File: src/rtl/uart_pkt_serializer.sv
// Packet-to-byte serializer for the UART TX path: queues wide packets in a small FIFO
// and streams each one byte by byte through a send/busy handshake with the UART core.
`timescale 1ns/1ps
module uart_pkt_serializer #(
    parameter int unsigned N_BYTES    = 51,
    parameter int unsigned LSB_FIRST  = 0,
    parameter int unsigned FIFO_DEPTH = 2,
    parameter int unsigned BUSY_LAT   = 2,
    parameter int unsigned GAP_CYC    = 0
) (
    input  logic                             clk,
    input  logic                             rst_n,
    input  logic [8*N_BYTES-1:0]             pkt_data,
    input  logic [$clog2(N_BYTES+1)-1:0]     pkt_len,
    input  logic                             pkt_valid,
    output logic                             pkt_ready,
    input  logic                             abort,
    input  logic                             tx_busy,
    output logic [7:0]                       tx_data,
    output logic                             tx_send,
    output logic                             done,
    output logic                             overflow,
    output logic                             active
);

    localparam int unsigned LW   = $clog2(N_BYTES + 1);
    localparam int unsigned DW   = 8 * N_BYTES;
    localparam int unsigned PW   = (FIFO_DEPTH > 1) ? $clog2(FIFO_DEPTH) : 1;
    localparam int unsigned CW   = $clog2(FIFO_DEPTH + 1);
    localparam int unsigned BL   = (BUSY_LAT > 0) ? BUSY_LAT : 1;
    localparam int unsigned GC   = (GAP_CYC > 0) ? GAP_CYC : 1;
    localparam int unsigned TMAX = (BL > GC) ? BL : GC;
    localparam int unsigned TW   = $clog2(TMAX + 1);

    typedef enum logic [2:0] {
        S_IDLE,
        S_LOAD,
        S_SEND,
        S_WAIT_HI,
        S_WAIT_LO,
        S_GAP,
        S_DONE
    } state_t;

    state_t          state_q, state_d;
    logic [DW-1:0]   mem_data_q [FIFO_DEPTH];
    logic [DW-1:0]   mem_data_d [FIFO_DEPTH];
    logic [LW-1:0]   mem_len_q  [FIFO_DEPTH];
    logic [LW-1:0]   mem_len_d  [FIFO_DEPTH];
    logic [PW-1:0]   wr_ptr_q, wr_ptr_d;
    logic [PW-1:0]   rd_ptr_q, rd_ptr_d;
    logic [CW-1:0]   count_q, count_d;
    logic            ready_q, ready_d;
    logic            overflow_q, overflow_d;
    logic [DW-1:0]   shreg_q, shreg_d;
    logic [LW-1:0]   cnt_q, cnt_d;
    logic [TW-1:0]   timer_q, timer_d;

    logic            wr_en;
    logic            rd_en;
    logic [LW-1:0]   head_len;
    logic [LW-1:0]   eff_len;
    logic [7:0]      cur_byte;

    function automatic logic [PW-1:0] ptr_inc(input logic [PW-1:0] p);
        return (p == PW'(FIFO_DEPTH - 1)) ? '0 : p + 1'b1;
    endfunction

    assign pkt_ready = ready_q;
    assign overflow  = overflow_q;
    assign active    = (state_q != S_IDLE);
    assign head_len  = mem_len_q[rd_ptr_q];
    assign eff_len   = (head_len == '0 || head_len > LW'(N_BYTES)) ? LW'(N_BYTES) : head_len;
    assign cur_byte  = (LSB_FIRST != 0) ? shreg_q[7:0] : shreg_q[DW-1 -: 8];

    always_comb begin
        state_d    = state_q;
        shreg_d    = shreg_q;
        cnt_d      = cnt_q;
        timer_d    = timer_q;
        tx_send    = 1'b0;
        tx_data    = '0;
        done       = 1'b0;
        rd_en      = 1'b0;
        wr_en      = pkt_valid && ready_q && !abort;

        case (state_q)
            S_IDLE: begin
                if (count_q != '0) state_d = S_LOAD;
            end
            S_LOAD: begin
                rd_en   = 1'b1;
                shreg_d = mem_data_q[rd_ptr_q];
                cnt_d   = eff_len;
                state_d = S_SEND;
            end
            S_SEND: begin
                if (!tx_busy) begin
                    tx_send = 1'b1;
                    tx_data = cur_byte;
                    shreg_d = (LSB_FIRST != 0) ? (shreg_q >> 8) : (shreg_q << 8);
                    if (cnt_q != '0) cnt_d = cnt_q - 1'b1;
                    timer_d = '0;
                    state_d = S_WAIT_HI;
                end
            end
            S_WAIT_HI: begin
                // A UART that never raises busy is released after BUSY_LAT cycles.
                if (tx_busy || timer_q == TW'(BL - 1)) begin
                    timer_d = '0;
                    state_d = S_WAIT_LO;
                end else begin
                    timer_d = timer_q + 1'b1;
                end
            end
            S_WAIT_LO: begin
                if (!tx_busy) begin
                    timer_d = '0;
                    state_d = S_GAP;
                end
            end
            S_GAP: begin
                if (timer_q == TW'(GC - 1)) begin
                    timer_d = '0;
                    state_d = (cnt_q != '0) ? S_SEND : S_DONE;
                end else begin
                    timer_d = timer_q + 1'b1;
                end
            end
            S_DONE: begin
                done    = 1'b1;
                state_d = S_IDLE;
            end
            default: state_d = S_IDLE;
        endcase

        if (abort) begin
            state_d = S_IDLE;
            tx_send = 1'b0;
            tx_data = '0;
            done    = 1'b0;
            rd_en   = 1'b0;
        end

        mem_data_d = mem_data_q;
        mem_len_d  = mem_len_q;
        wr_ptr_d   = wr_ptr_q;
        rd_ptr_d   = rd_ptr_q;
        count_d    = count_q;
        if (wr_en) begin
            mem_data_d[wr_ptr_q] = pkt_data;
            mem_len_d[wr_ptr_q]  = pkt_len;
            wr_ptr_d             = ptr_inc(wr_ptr_q);
        end
        if (rd_en) rd_ptr_d = ptr_inc(rd_ptr_q);
        case ({wr_en, rd_en})
            2'b10:   count_d = count_q + 1'b1;
            2'b01:   count_d = count_q - 1'b1;
            default: count_d = count_q;
        endcase
        if (abort) begin
            wr_ptr_d = '0;
            rd_ptr_d = '0;
            count_d  = '0;
        end

        ready_d    = (count_d != CW'(FIFO_DEPTH));
        overflow_d = overflow_q | (pkt_valid & ~ready_q & ~abort);
    end

    always_ff @(posedge clk) begin
        if (!rst_n) begin
            state_q    <= S_IDLE;
            wr_ptr_q   <= '0;
            rd_ptr_q   <= '0;
            count_q    <= '0;
            ready_q    <= 1'b1;
            overflow_q <= 1'b0;
            shreg_q    <= '0;
            cnt_q      <= '0;
            timer_q    <= '0;
        end else begin
            state_q    <= state_d;
            wr_ptr_q   <= wr_ptr_d;
            rd_ptr_q   <= rd_ptr_d;
            count_q    <= count_d;
            ready_q    <= ready_d;
            overflow_q <= overflow_d;
            shreg_q    <= shreg_d;
            cnt_q      <= cnt_d;
            timer_q    <= timer_d;
        end
    end

    always_ff @(posedge clk) begin
        mem_data_q <= mem_data_d;
        mem_len_q  <= mem_len_d;
    end

endmodule

File: config.mk
export PLATFORM = sky130hd
export DESIGN_NAME = uart_pkt_serializer
export DESIGN_NICKNAME = d
export VERILOG_FILES = /design/src/rtl/uart_pkt_serializer.sv
export SDC_FILE = /design/constraint.sdc
export NUM_CORES = 2
export LEC_CHECK = 0
export CORE_UTILIZATION = 57
export DETAILED_ROUTE_END_ITERATION = 7
export PLACE_DENSITY = 0.86
export SYNTH_ARGS = -nofsm -noshare
export SYNTH_HDL_FRONTEND = slang
export SYNTH_SLANG_ARGS = --single-unit
File: constraint.sdc
create_clock -name clk -period 26.9 [get_ports clk]
set_input_delay 2.69 -clock clk [delete_from_list [all_inputs] [get_ports clk]]
set_output_delay 2.69 -clock clk [all_outputs]
set_load 0.01 [all_outputs]
==> flow_summary_export.csv <==
group,metric,value,unit
outcome,status,"completed",
drt,wire_per_inst,21.6,um
critical_path,cp-startpoint,"tx_busy",
die,design.core.area,0.0825,mm^2
cts,ctsRootBufferMaster,"clkbuf_16",
layout,ff_latch_area,0.0334,mm^2
synthesis,synth_nets,4130,
critical_path,path_class,"in2out",
cts,cts_tree,"done",
cts,htreeDepth,3,
critical_path,crit_path_start_kind,"input port",
die,die-area,0.0848,mm^2
power_and_ir_drop,ir_drop,0.0605,mV
critical_path,cp_max_fo,9,
place,gp_congestion,0.802,
min_path,holdPathStages,2,
cts,clkTransAtPathRegs,0.06,ns
critical_path,cp.required,24.21,ns
critical_path,reg2reg_slack,22.60,ns
sta,maxSlewViolCount,0,
sta,period_share,28.4,%
cts,clk_latency,0.69,ns
drt,postRouteAntennaNets,0,
critical_path,r2r_start,"state_q[2]",
layout,layout_commonest_cell,"edfxtp_1",
synthesis,syn_inst,3705,
power_and_ir_drop,p_leak,18.5,nW
drt,drt_wl_total,113,mm
drt,vias,30900,
layout,final_cell_mix,"edfxtp_1 (828), nand2_1 (811), clkdlybuf4s50_1 (431)",
grt,overflow,0,
min_path,holdPathEnd,"shreg_q[173]",
sta,setup_viol,0,
synthesis,synth_edf_count,828,
layout,multi_input_area,0.0131,mm^2
sta,clock_skew,0.0338,ns
synthesis,synth_area,0.0477,mm^2
sta,hold_viol,0,
power_and_ir_drop,total_power,4.07,mW
cts,cts-buffers-inserted,117,
sta,worstMarginPinSlew,1.21,ns
grt,grt_max_degree,246,
power_and_ir_drop,power_density,71.7,mW/mm^2
critical_path,arrival,4.95,ns
synthesis,async_reset_ff_share,0,%
drt,drt_first_iter_violations,2847,
cts,cts_setup_buffers,0,
place,hpwl,66.0,mm
die,die_w,291,um
critical_path,reg2reg_depth,7,
flow_run,drv_cap,0,
layout,layout.nets,4433,
grt,grt_usage,26.0,%
min_path,hold_path.class,"reg2reg",
place,io_buffers,431,
die,die_h,291,um
synthesis,ys_top_cells_by_area,"edfxtp_1 (52%), dfxtp_1 (18%), mux2i_1 (8.6%)",
drt,vias_per_cell,5.92,
drt,drc,0,
die,start_util,57.8,%
synthesis,synth_largest_area_cell,"edfxtp_1",
sta,rsz0062_at_grt,"false",
sta,tns,0,ns
grt,antenna_found_initial,53,
die,fp-row-count,105,
synthesis,synth_seq_area_share,70.0,%
cts,ctsHoldBuffers,0,
critical_path,timing.rr.end,"shreg_q[143]",
synthesis,yosys_warnings,0,
sta,slew_headroom,19.6,%
grt,first_global_vias,30600,
cts,max-clock-path-buffers,3,
cts,cts_resized,0,
critical_path,endpoint_kind,"output pin",
synthesis,synth_top_area_share,52.1,%
synthesis,yosys.cell_types.count,55,
synthesis,ys_ff_latch,1253,
layout,drive_above_1_share,5.81,%
layout,areaGrowthSynthToFinish,18.8,%
sta,max_freq,131,MHz
grt,grt_pass1_wl,172,mm
layout,fillers,5417,
synthesis,syn_avg_cell_area,12.9,um^2
cts,numClockSinks,1253,
min_path,hold_start,"shreg_q[173]",
die,io_pins,432,
synthesis,ys.flop_type,"edfxtp_1",
sta,layout_min_cycle_time,7.64,ns
drt,drt_first_pass_iters,5,
## through the flow
step	instances	hold WS (ns)	utilization, %	worst slack, ns	cell area [um^2]
6_report	5225	0.455	68.7	19.26	56700
4_1_cts	5182	0.455	68.6	19.28	56600
3_3_place_gp	4959	0.438	63.7	19.34	52500
2_1_floorplan	3705	0.432	-	5.63	47700
5_1_grt	5208	0.472	68.7	19.20	56600
3_5_place_dp	4959	0.446	63.7	19.28	52500
## cell usage after synthesis, types with 2 or more instances
cell type	n
buf_1	6
nand2b_1	6
o211ai_1	400
ha_1	6
a22oi_1	3
or3b_1	2
clkbuf_1	162
mux2_2	4
nor3_1	4
mux2i_1	410
or3b_2	4
nor2_1	31
o22ai_1	4
a211o_1	3
and2_1	8
or3_1	5
nand2_1	811
xor2_1	3
nand4_1	2
nor3b_1	3
o221ai_1	2
xnor2_1	2
dfxtp_1	425
o21ai_0	7
nand3_1	2
edfxtp_1	828
inv_1	8
a21oi_1	415
a211oi_1	4
buf_2	110
## metal layers
layer	track usage (%)	wire length (um)	vias to the layer above	part of all wire (%)
met5	0	310	-	0.27
met4	10.5	4010	46	3.5
met3	5.75	8900	301	7.9
met2	42.6	55900	1118	49
met1	33.6	43900	15200	39
li1	-	-	14300	-
## flip-flops by register name, summed over array words and instances, names as in the netlist
signal	cells
pkt_ready	1
cnt_q	6
shreg_q	408
mem_data_q	816
state_q	3
overflow	1
timer_q	2
wr_ptr_q	1
count_q	2
rd_ptr_q	1
mem_len_q	12
## cell type report
class | count | area share [%]
Antenna cell | 43 | 0.190
Sequential cell | 1253 | 58.9
Clock inverter | 62 | 1.32
Multi-Input combinational cell | 2164 | 23.2
Inverter | 9 | 0.0728
Tap cell | 1070 | 2.36
Timing Repair Buffer | 463 | 8.19
Clock buffer | 161 | 5.82
## worst max-delay path by stage
| stage | end | cells after the start |
|---|---|---|
| after floorplan | mem_data_q[0] | 2 |
| after global placement | tx_data[7] | 4 |
| after detailed placement | tx_data[7] | 4 |
| after CTS | tx_data[7] | 4 |
| after global routing | tx_data[7] | 4 |
| final | tx_data[7] | 4 |
## cell families after synthesis
group	share of synthesized area (%)
AOI/OAI and AO/OA	11.3
xor gates and xnor gates	0.0918
adders and majority gates	0.157
buffers and inverters	2.57
DFF	70.0
muxes	8.73
and+or+nand+nor	7.22
## critical path, stage by stage
cell             delay (ns)
clkdlybuf4s50_1        0.60
nor3_2                 0.74
and2_1                 0.29
clkdlybuf4s50_1        0.63
## power breakdown
part | switching, mW | internal, mW | leakage (nW)
Sequential | 0.0241 | 2.11 | 11.0
Combinational | 0.120 | 0.0973 | 5.47
Clock | 0.716 | 0.997 | 1.99
Total | 0.861 | 3.21 | 18.5
(Power assumes the default switching activity.)
